$ cat src/rtl/multichan_signal_gen.sv
// rtl/multichan_signal_gen.sv - multi-channel phase-accumulator oscillators mixed into a 1-bit PWM output
// Optional feature macro: PHASE_RESET_EN (ctrl writes clear the channel phase and reseed its LFSR)
module multichan_signal_gen #(
  parameter int CHANNELS = 2,
  parameter int ACC_W    = 16
) (
  input  logic                           clk,
  input  logic                           rst,
  input  logic                           write_strobe,
  input  logic [$clog2(CHANNELS)+1:0]    address,
  input  logic [4:0]                     data,
  output logic                           signal_out,
  output logic [6:0]                     debug
);

  localparam int CH_BITS = $clog2(CHANNELS);
  localparam int ADDR_W  = CH_BITS + 2;
  localparam int SUM_W   = 8 + CH_BITS;
  localparam logic [15:0] LFSR_SEED = 16'hACE1;

  logic              sync1, sync2, prev;
  logic              commit;
  logic [7:0]        pwm_cnt;
  logic              tick;
  logic [7:0]        mix_latched;
  logic [ADDR_W-1:0] ch_field;
  logic [1:0]        reg_sel;
  logic [7:0]        scaled [CHANNELS];
  logic [SUM_W-1:0]  mix_sum;
  logic [7:0]        mix_next;

  assign commit   = sync2 & ~prev;
  assign tick     = (pwm_cnt == 8'd255);
  assign reg_sel  = address[1:0];
  assign ch_field = address >> 2;

  for (genvar c = 0; c < CHANNELS; c++) begin : g_ch
    logic [14:0]      inc;
    logic [4:0]       ctrl;
    logic [ACC_W-1:0] acc;
    logic [15:0]      lfsr;
    logic [ACC_W-1:0] acc_next;
    logic [15:0]      lfsr_next;
    logic             rise;
    logic             hit;
    logic [6:0]       t;
    logic [7:0]       wave;

    assign hit       = commit && (ch_field == ADDR_W'(c));
    assign acc_next  = acc + ACC_W'(inc);
    assign rise      = ~acc[ACC_W-1] & acc_next[ACC_W-1];
    assign lfsr_next = rise ? {lfsr[14:0], lfsr[15] ^ lfsr[13] ^ lfsr[12] ^ lfsr[10]} : lfsr;
    assign t         = acc_next[ACC_W-2 -: 7];

    // Wave is taken from the post-tick phase so mix_latched tracks the new accumulator.
    always_comb begin
      wave = 8'd0;
      unique case (ctrl[1:0])
        2'd0: wave = {8{acc_next[ACC_W-1]}};
        2'd1: wave = acc_next[ACC_W-1 -: 8];
        2'd2: wave = {(acc_next[ACC_W-1] ? ~t : t), 1'b0};
        2'd3: wave = lfsr_next[7:0];
      endcase
    end

    assign scaled[c] = (ctrl[4:2] == 3'd0) ? 8'd0 : (wave >> (3'd7 - ctrl[4:2]));

    always_ff @(posedge clk) begin
      if (rst) begin
        inc  <= '0;
        ctrl <= '0;
        acc  <= '0;
        lfsr <= LFSR_SEED;
      end else begin
        if (tick) begin
          acc  <= acc_next;
          lfsr <= lfsr_next;
        end
        if (hit) begin
          unique case (reg_sel)
            2'd0: inc[4:0]   <= data;
            2'd1: inc[9:5]   <= data;
            2'd2: inc[14:10] <= data;
            2'd3: ctrl       <= data;
          endcase
        end
`ifdef PHASE_RESET_EN
        // Retrigger: placed after the tick update so the clear wins on a coincident edge.
        if (hit && reg_sel == 2'd3) begin
          acc  <= '0;
          lfsr <= LFSR_SEED;
        end
`endif
      end
    end
  end

  always_comb begin
    mix_sum = '0;
    for (int c = 0; c < CHANNELS; c++) begin
      mix_sum = mix_sum + SUM_W'(scaled[c]);
    end
    mix_next = 8'(mix_sum >> CH_BITS);
  end

  // Sync flops reset high so a strobe held through reset cannot look like a rising edge.
  always_ff @(posedge clk) begin
    if (rst) begin
      sync1       <= 1'b1;
      sync2       <= 1'b1;
      prev        <= 1'b1;
      pwm_cnt     <= 8'd0;
      mix_latched <= 8'd0;
      signal_out  <= 1'b0;
    end else begin
      sync1      <= write_strobe;
      sync2      <= sync1;
      prev       <= sync2;
      pwm_cnt    <= pwm_cnt + 8'd1;
      if (tick) begin
        mix_latched <= mix_next;
      end
      signal_out <= (pwm_cnt < mix_latched);
    end
  end

  assign debug = mix_latched[7:1];

endmodule

$ cat config.mk
export PLATFORM = sky130hd
export DESIGN_NAME = multichan_signal_gen
export DESIGN_NICKNAME = d
export VERILOG_FILES = /design/src/rtl/multichan_signal_gen.sv
export SDC_FILE = /design/constraint.sdc
export NUM_CORES = 1
export LEC_CHECK = 0
export ABC_AREA = 0
export BUFFER_PORTS_ARGS = -buffer_cell sky130_fd_sc_hd__buf_2
export CAP_MARGIN = 20
export CELL_PAD_IN_SITES_DETAIL_PLACEMENT = 1
export CELL_PAD_IN_SITES_GLOBAL_PLACEMENT = 1
export CORE_UTILIZATION = 48
export CTS_CLUSTER_SIZE = 16
export DETAILED_ROUTE_END_ITERATION = 6
export PLACE_DENSITY = 0.9
export SLEW_MARGIN = 20
export SYNTH_ARGS = -nofsm -noshare
export SYNTH_HDL_FRONTEND = slang
export SYNTH_SLANG_ARGS = --single-unit
$ cat constraint.sdc
create_clock -name clk -period 7.25 [get_ports clk]
set_input_delay 0.3625 -clock clk [delete_from_list [all_inputs] [get_ports clk]]
set_output_delay 0.3625 -clock clk [all_outputs]
set_load 0.02 [all_outputs]
Word level (Yosys, flattened, before mapping) --
Cells that the tools add are included.
Storage, ports and cells: bits in registers 124, word-level logic and storage cells 79, bits of input ports 11
Cells by class: shifts and indexed selects 2, bitwise gates (word level) 14, $lt $le $gt $ge 1, multiplexer cells 8, equal/unequal tests 10, reductions and logical operators 18, add/sub/neg operators 6
Operators with widths (number):
- $pmux W8 S4 | 2
- $add A16 B15 Y16 | 2
- $mux W8 | 4
- $reduce_and A2 Y1 | 10
- $shr A8 B3 Y8 | 2
- $mux W7 | 2
- $not A7 Y7 | 2
- $eq A2 B2 Y1 const B | 6
- $add A8 B8 Y9 | 1
- $logic_not A3 Y1 | 3
- $add A8 B1 Y8 const B | 1
- $eq A8 B8 Y1 const B | 1
- $lt A8 B8 Y1 | 1
- $eq A2 B1 Y1 const B | 3
- $logic_not A2 Y1 | 3
- $sub A3 B3 Y3 const A | 2
- $xor A1 B1 Y1 | 6
- $and A1 B1 Y1 | 3
- $not A1 Y1 | 3
- $logic_and A1 B1 Y1 | 2

Logic depth before layout (Yosys ltp) --
depth in word-level cells 8, mapped depth 30, mapped depth without buffers 28

Least setup slack after synthesis --
OpenSTA, ideal clock, no wires.
kind register -> register, start point register g_ch[1].inc[3], end point register mix_latched[7], period minus slack after synthesis 5.484 ns, arrival 5.399 ns, slack 1.766 ns, path buffers 1, stages on the path, launching flop included 28, cell sequence dfxtp_1 -> ha_1 -> and2_4 -> a221oi_2 -> a21oi_2 -> o21a_1 -> nor2_1 -> nor2b_1 -> o21ai_0 -> nand2b_1 -> ha_1 -> nor2b_1 -> and2_1 -> clkbuf_1 -> a31o_2 -> o311a_1 -> or4_4 -> nor4b_4 -> nand2_1 -> fa_1 -> nor2b_1 -> o21ai_0 -> nand2b_1 -> a21o_1 -> a21o_1 -> a21o_1 -> a211oi_1 -> a211oi_1
Between the ends: word-level cells in the longest chain between the ends 7, elaborated cells between the ends (all ways) 9
RTL lines:
- from (decl) | line 38 | logic [14:0] inc;
- from (signal assigned) | line 81 | 2'd0: inc[4:0] <= data;
- $add A16 B15 Y16 (*) | line 50 | assign acc_next = acc + ACC_W'(inc);
- $and A1 B1 Y1 or $not A7 Y7 (tied branches) | line 51, 61
- $mux W8 or $mux W7 (tied branches) | line 52, 61
- $pmux W8 S4 (*) | line 58 | unique case (ctrl[1:0])
- $shr A8 B3 Y8 (*) | line 66 | assign scaled[c] = (ctrl[4:2] == 3'd0) ? 8'd0 : (wave >> (3'd7 - ctrl[4:2]));
- $mux W8 (*) | line 66
- $add A8 B8 Y9 (*) | line 101 | mix_sum = mix_sum + SUM_W'(scaled[c]);
- to (signal assigned) | line 121 | mix_latched <= mix_next;
- to (decl) | line 25 | logic [7:0] mix_latched;
Every way passes the cells marked *; elsewhere a longest branch is shown, timed or not. A chain may end at the register's enable or synchronous reset.

Final worst setup path --
Ends and elaborated chain as after synthesis.

==> impl_results.md <==
* Synth Cell Area at 8120 um2
* Sequential area share after synthesis at 30.6%
* Mux contribution to synthesized area at 8.57%
* Crit. End Element: register
* Reg power frac at 45.0%
* Pin count of the biggest net entering global routing at 76
* Setup slack after layout at 679 ps
* Simple-Gate Fraction of Synth Area at 23.3%
* Psw at 367 uW
* Pins Over Slew Limit at 0
* Syn Inst Count at 1024
* Layout net count at 1053
* CTS max path bufs at 2
* Die W at 132 um
* Share of cells above drive strength 1 at 8.56%
* Gpl congestion at 0.878
* Max_cap viols at 0
* Global-route wire length before repair at 41.0 mm
* Sw frac at 24.0%
* Synth warn at 0
* Total grt overflow at 0
* Final Cycle Share at 90.6%
* Port Buf Inserts at 18
* Final Critical Period at 6570 ps
* Drt first-iter violations at 617
* I/O Pins at 19
* Asr flop ratio synth at 0%
* Status: complete, no violations
* Root Driver: clkbuf_16
* XOR/XNOR share of the synthesized area at 4.49%
* Dpl ws at 982 ps
* Final Power at 1530 uW
* CP max FO at 15
* Hpwl dp at 16.4 mm
* Worst path required time at 7520 ps
* CTS tree: built
* Cell-internal power at 1160 uW
* Drt total wl at 25.0 mm
* VDD IR-drop max at 0.000146 V
* Synth Area in Compound Gates at 20.3%
* Setup bufs post-CTS at 0
* Number of global-route vias before repair at 7984
* Post-synth cell types at 79
* Pwr dens at 175 nW/um2
* Adder-Cell Fraction of Synth Area at 7.98%
* Multi-input gate area at 5250 um2
* Worst EP arrival at 6840 ps
* Setup CP Type: reg2reg
* Wirelength per Cell at 20.4 um
* Die Y at 132 um
* Post-Route Utilization at 52.9%
* Tot GR Track Use at 29.5%
* Combinational family with the most area after synthesis: simple AND/OR/NAND/NOR gates
* Die footprint at 17400 um2
* Worst hold path class: in2reg
* Critical path's top delay family: compound AO/OA/AOI/OAI gates
* Initial Utilization at 49.1%
* Slew margin rel. at 43.5%
* Post-synth EDFFs at 0
* Final hold vios at 0
* CTS Sinks at 124
* Bufs and invs on worst path at 0
* Clock share of power at 52.1%
* H-tree levels at 4
* Residual DRC at 0
* Number of cell rows at 47
* Cts hold-fix bufs at 0
* Mean Syn Cell Area at 7.93 um2
* Initial antenna violation count at 0
* Gate power share at 2.9%
* Routed vias at 7532
* CTS buffer count at 17
* Post-route setup TNS at 0 ps
* Final ANT Viol Nets at 0
* CP most frequent cell: o21ai_0
* Final setup violating endpoints at 0
* Layout area overhead at 7.61%
* Slew @ Worst Pin at 847 ps
* Max Fclk at 152 MHz
* Post-route cell area at 8740 um2
* TritonRoute pass-1 iters at 5
* Via/cell ratio at 6.15
* Skew-Pair Late Insertion Delay at 440 ps
* RSZ-0062 raised after global routing: no
* Core region area at 16500 um2
* Primary FF master, synth: dfxtp_1
* Post_cts resized at 0
* Mapped Nets at 1085
* Crit-path max cell delay at 630 ps
* Sequential Area at 2480 um2
* Setup crit start kind: register
* LEAKAGE at 0.00365 uW
* Worst Skew at 11.3 ps
* Slowest cell on the critical path: ha_1
* CTS clk-pin slew, worst paths at 60 ps
* Flops & latches, synth at 124
* Antenna Cells at 0
* Area post-placement at 8190 um2
* Fillers at 2015
==> metrics by stage <==
stage | hold slack [ps] | cells
final | 112 | 1225
after global routing | 120 | 1225
after CTS | 115 | 1225
after detailed placement | 445 | 1193
after floorplan | 389 | 1024
after global placement | 441 | 1193
==> sequential cells by signal, summed over array words and instances (netlist names) <==
register     count
prev             1
g_ch.inc        30
mix_latched      8
g_ch.ctrl       10
pwm_cnt          8
sync2            1
g_ch.acc        32
g_ch.lfsr       32
signal_out       1
sync1            1
==> routing by layer <==
metal | vias up | part of all wire, % | GRT usage [%]
met2 | 205 | 49 | 50.5
li1 | 3559 | - | -
met5 | - | 0 | 0
met4 | 0 | 3.5 | 13.7
met1 | 3697 | 43 | 35.2
met3 | 71 | 4.6 | 6.50
==> final timing paths <==
| path | from | endpoint | slack (ps) | cells past startpoint |
|---|---|---|---|---|
| hold reg to reg | g_ch[1].lfsr[11]$_SDFFE_PP1P_ | g_ch[1].lfsr[12]$_SDFFE_PP0P_ | 450 | 2 |
| setup reg to reg | g_ch[1].inc[3]$_SDFFE_PP0P_ | mix_latched[7]$_SDFFE_PP0N_ | 680 | 28 |
| hold / removal | write_strobe | sync1$_SDFF_PP1_ | 110 | 2 |
| setup / recovery | g_ch[1].inc[3]$_SDFFE_PP0P_ | mix_latched[7]$_SDFFE_PP0N_ | 680 | 28 |
==> final cells by class <==
cell class / instances / share of cell area (%)
Inverter: 20 / 0.859
Timing Repair Buffer: 21 / 1.32
Tap cell: 220 / 3.15
Sequential cell: 124 / 28.4
Clock buffer: 20 / 5.00
Clock inverter: 12 / 1.15
Multi-Input combinational cell: 808 / 60.1
==> power by group through the flow <==
| stage | clock network, uW | registers [uW] | logic [uW] |
|---|---|---|---|
| finish | 798 | 689 | 43.8 |
| global route | 828 | 689 | 46.5 |
| CTS | 803 | 689 | 42.9 |
| detailed placement | 0 | 704 | 42.3 |
| global placement | 0 | 703 | 40.2 |
| floorplan | 0 | 703 | 27.9 |
==> cells by family after synthesis <==
kind of cell               after synthesis
muxes                                   67
DFF                                    124
and+or+nand+nor                        404
AOI/OAI and AO/OA                      247
adders and majority gates               50
buffers and inverters                   92
xor gates and xnor gates                40
==> Yosys cell counts, types with 5 or more instances <==
cell / n / area [um2]
ha_1: 47 / 588
buf_4: 8 / 60.1
nor4_1: 5 / 31.3
a211o_1: 10 / 87.6
or2_2: 5 / 31.3
and3_1: 8 / 50.1
nor3_1: 15 / 75.1
mux2i_1: 56 / 561
nor2_1: 94 / 353
nor2b_1: 18 / 113
mux2_2: 10 / 113
o21ai_0: 34 / 170
a31oi_1: 8 / 50.1
nand2_1: 167 / 627
dfxtp_1: 124 / 2480
xnor2_1: 26 / 228
nand4_1: 7 / 43.8
nand2b_1: 13 / 81.3
clkbuf_1: 56 / 210
and2_1: 12 / 75.1
inv_1: 17 / 63.8
o211ai_1: 13 / 97.6
a21o_1: 17 / 128
xor2_1: 13 / 114
nand3_1: 33 / 165
a21oi_1: 85 / 425
a211oi_1: 17 / 128
==> worst register-to-register path, delay by kind of cell, from the launching register on <==
kind | cells | cell delay, ps
flops | 1 | 320
simple gates | 9 | 1320
fa+ha+maj | 3 | 1380
compound gates | 16 | 3390
==> cell usage in the layout, fill, tap and decap left out, types with 5 or more instances in the layout <==
master and instances:
a211o_1 10, a211oi_1 17, a21o_1 17, a21oi_1 85, a31oi_1 8, and2_1 12
and3_1 7, buf_2 17, clkbuf_16 17, clkinv_2 6, dfxtp_1 124, ha_1 47
inv_1 17, mux2_2 10, mux2i_1 56, nand2_1 167, nand2b_1 13, nand3_1 32
nand4_1 7, nor2_1 94, nor2b_1 18, nor3_1 15, nor4_1 5, o211ai_1 13
o21ai_0 34, or2_2 5, xnor2_1 26, xor2_1 13
No activity file was read; power rests on OpenSTA's default activity.
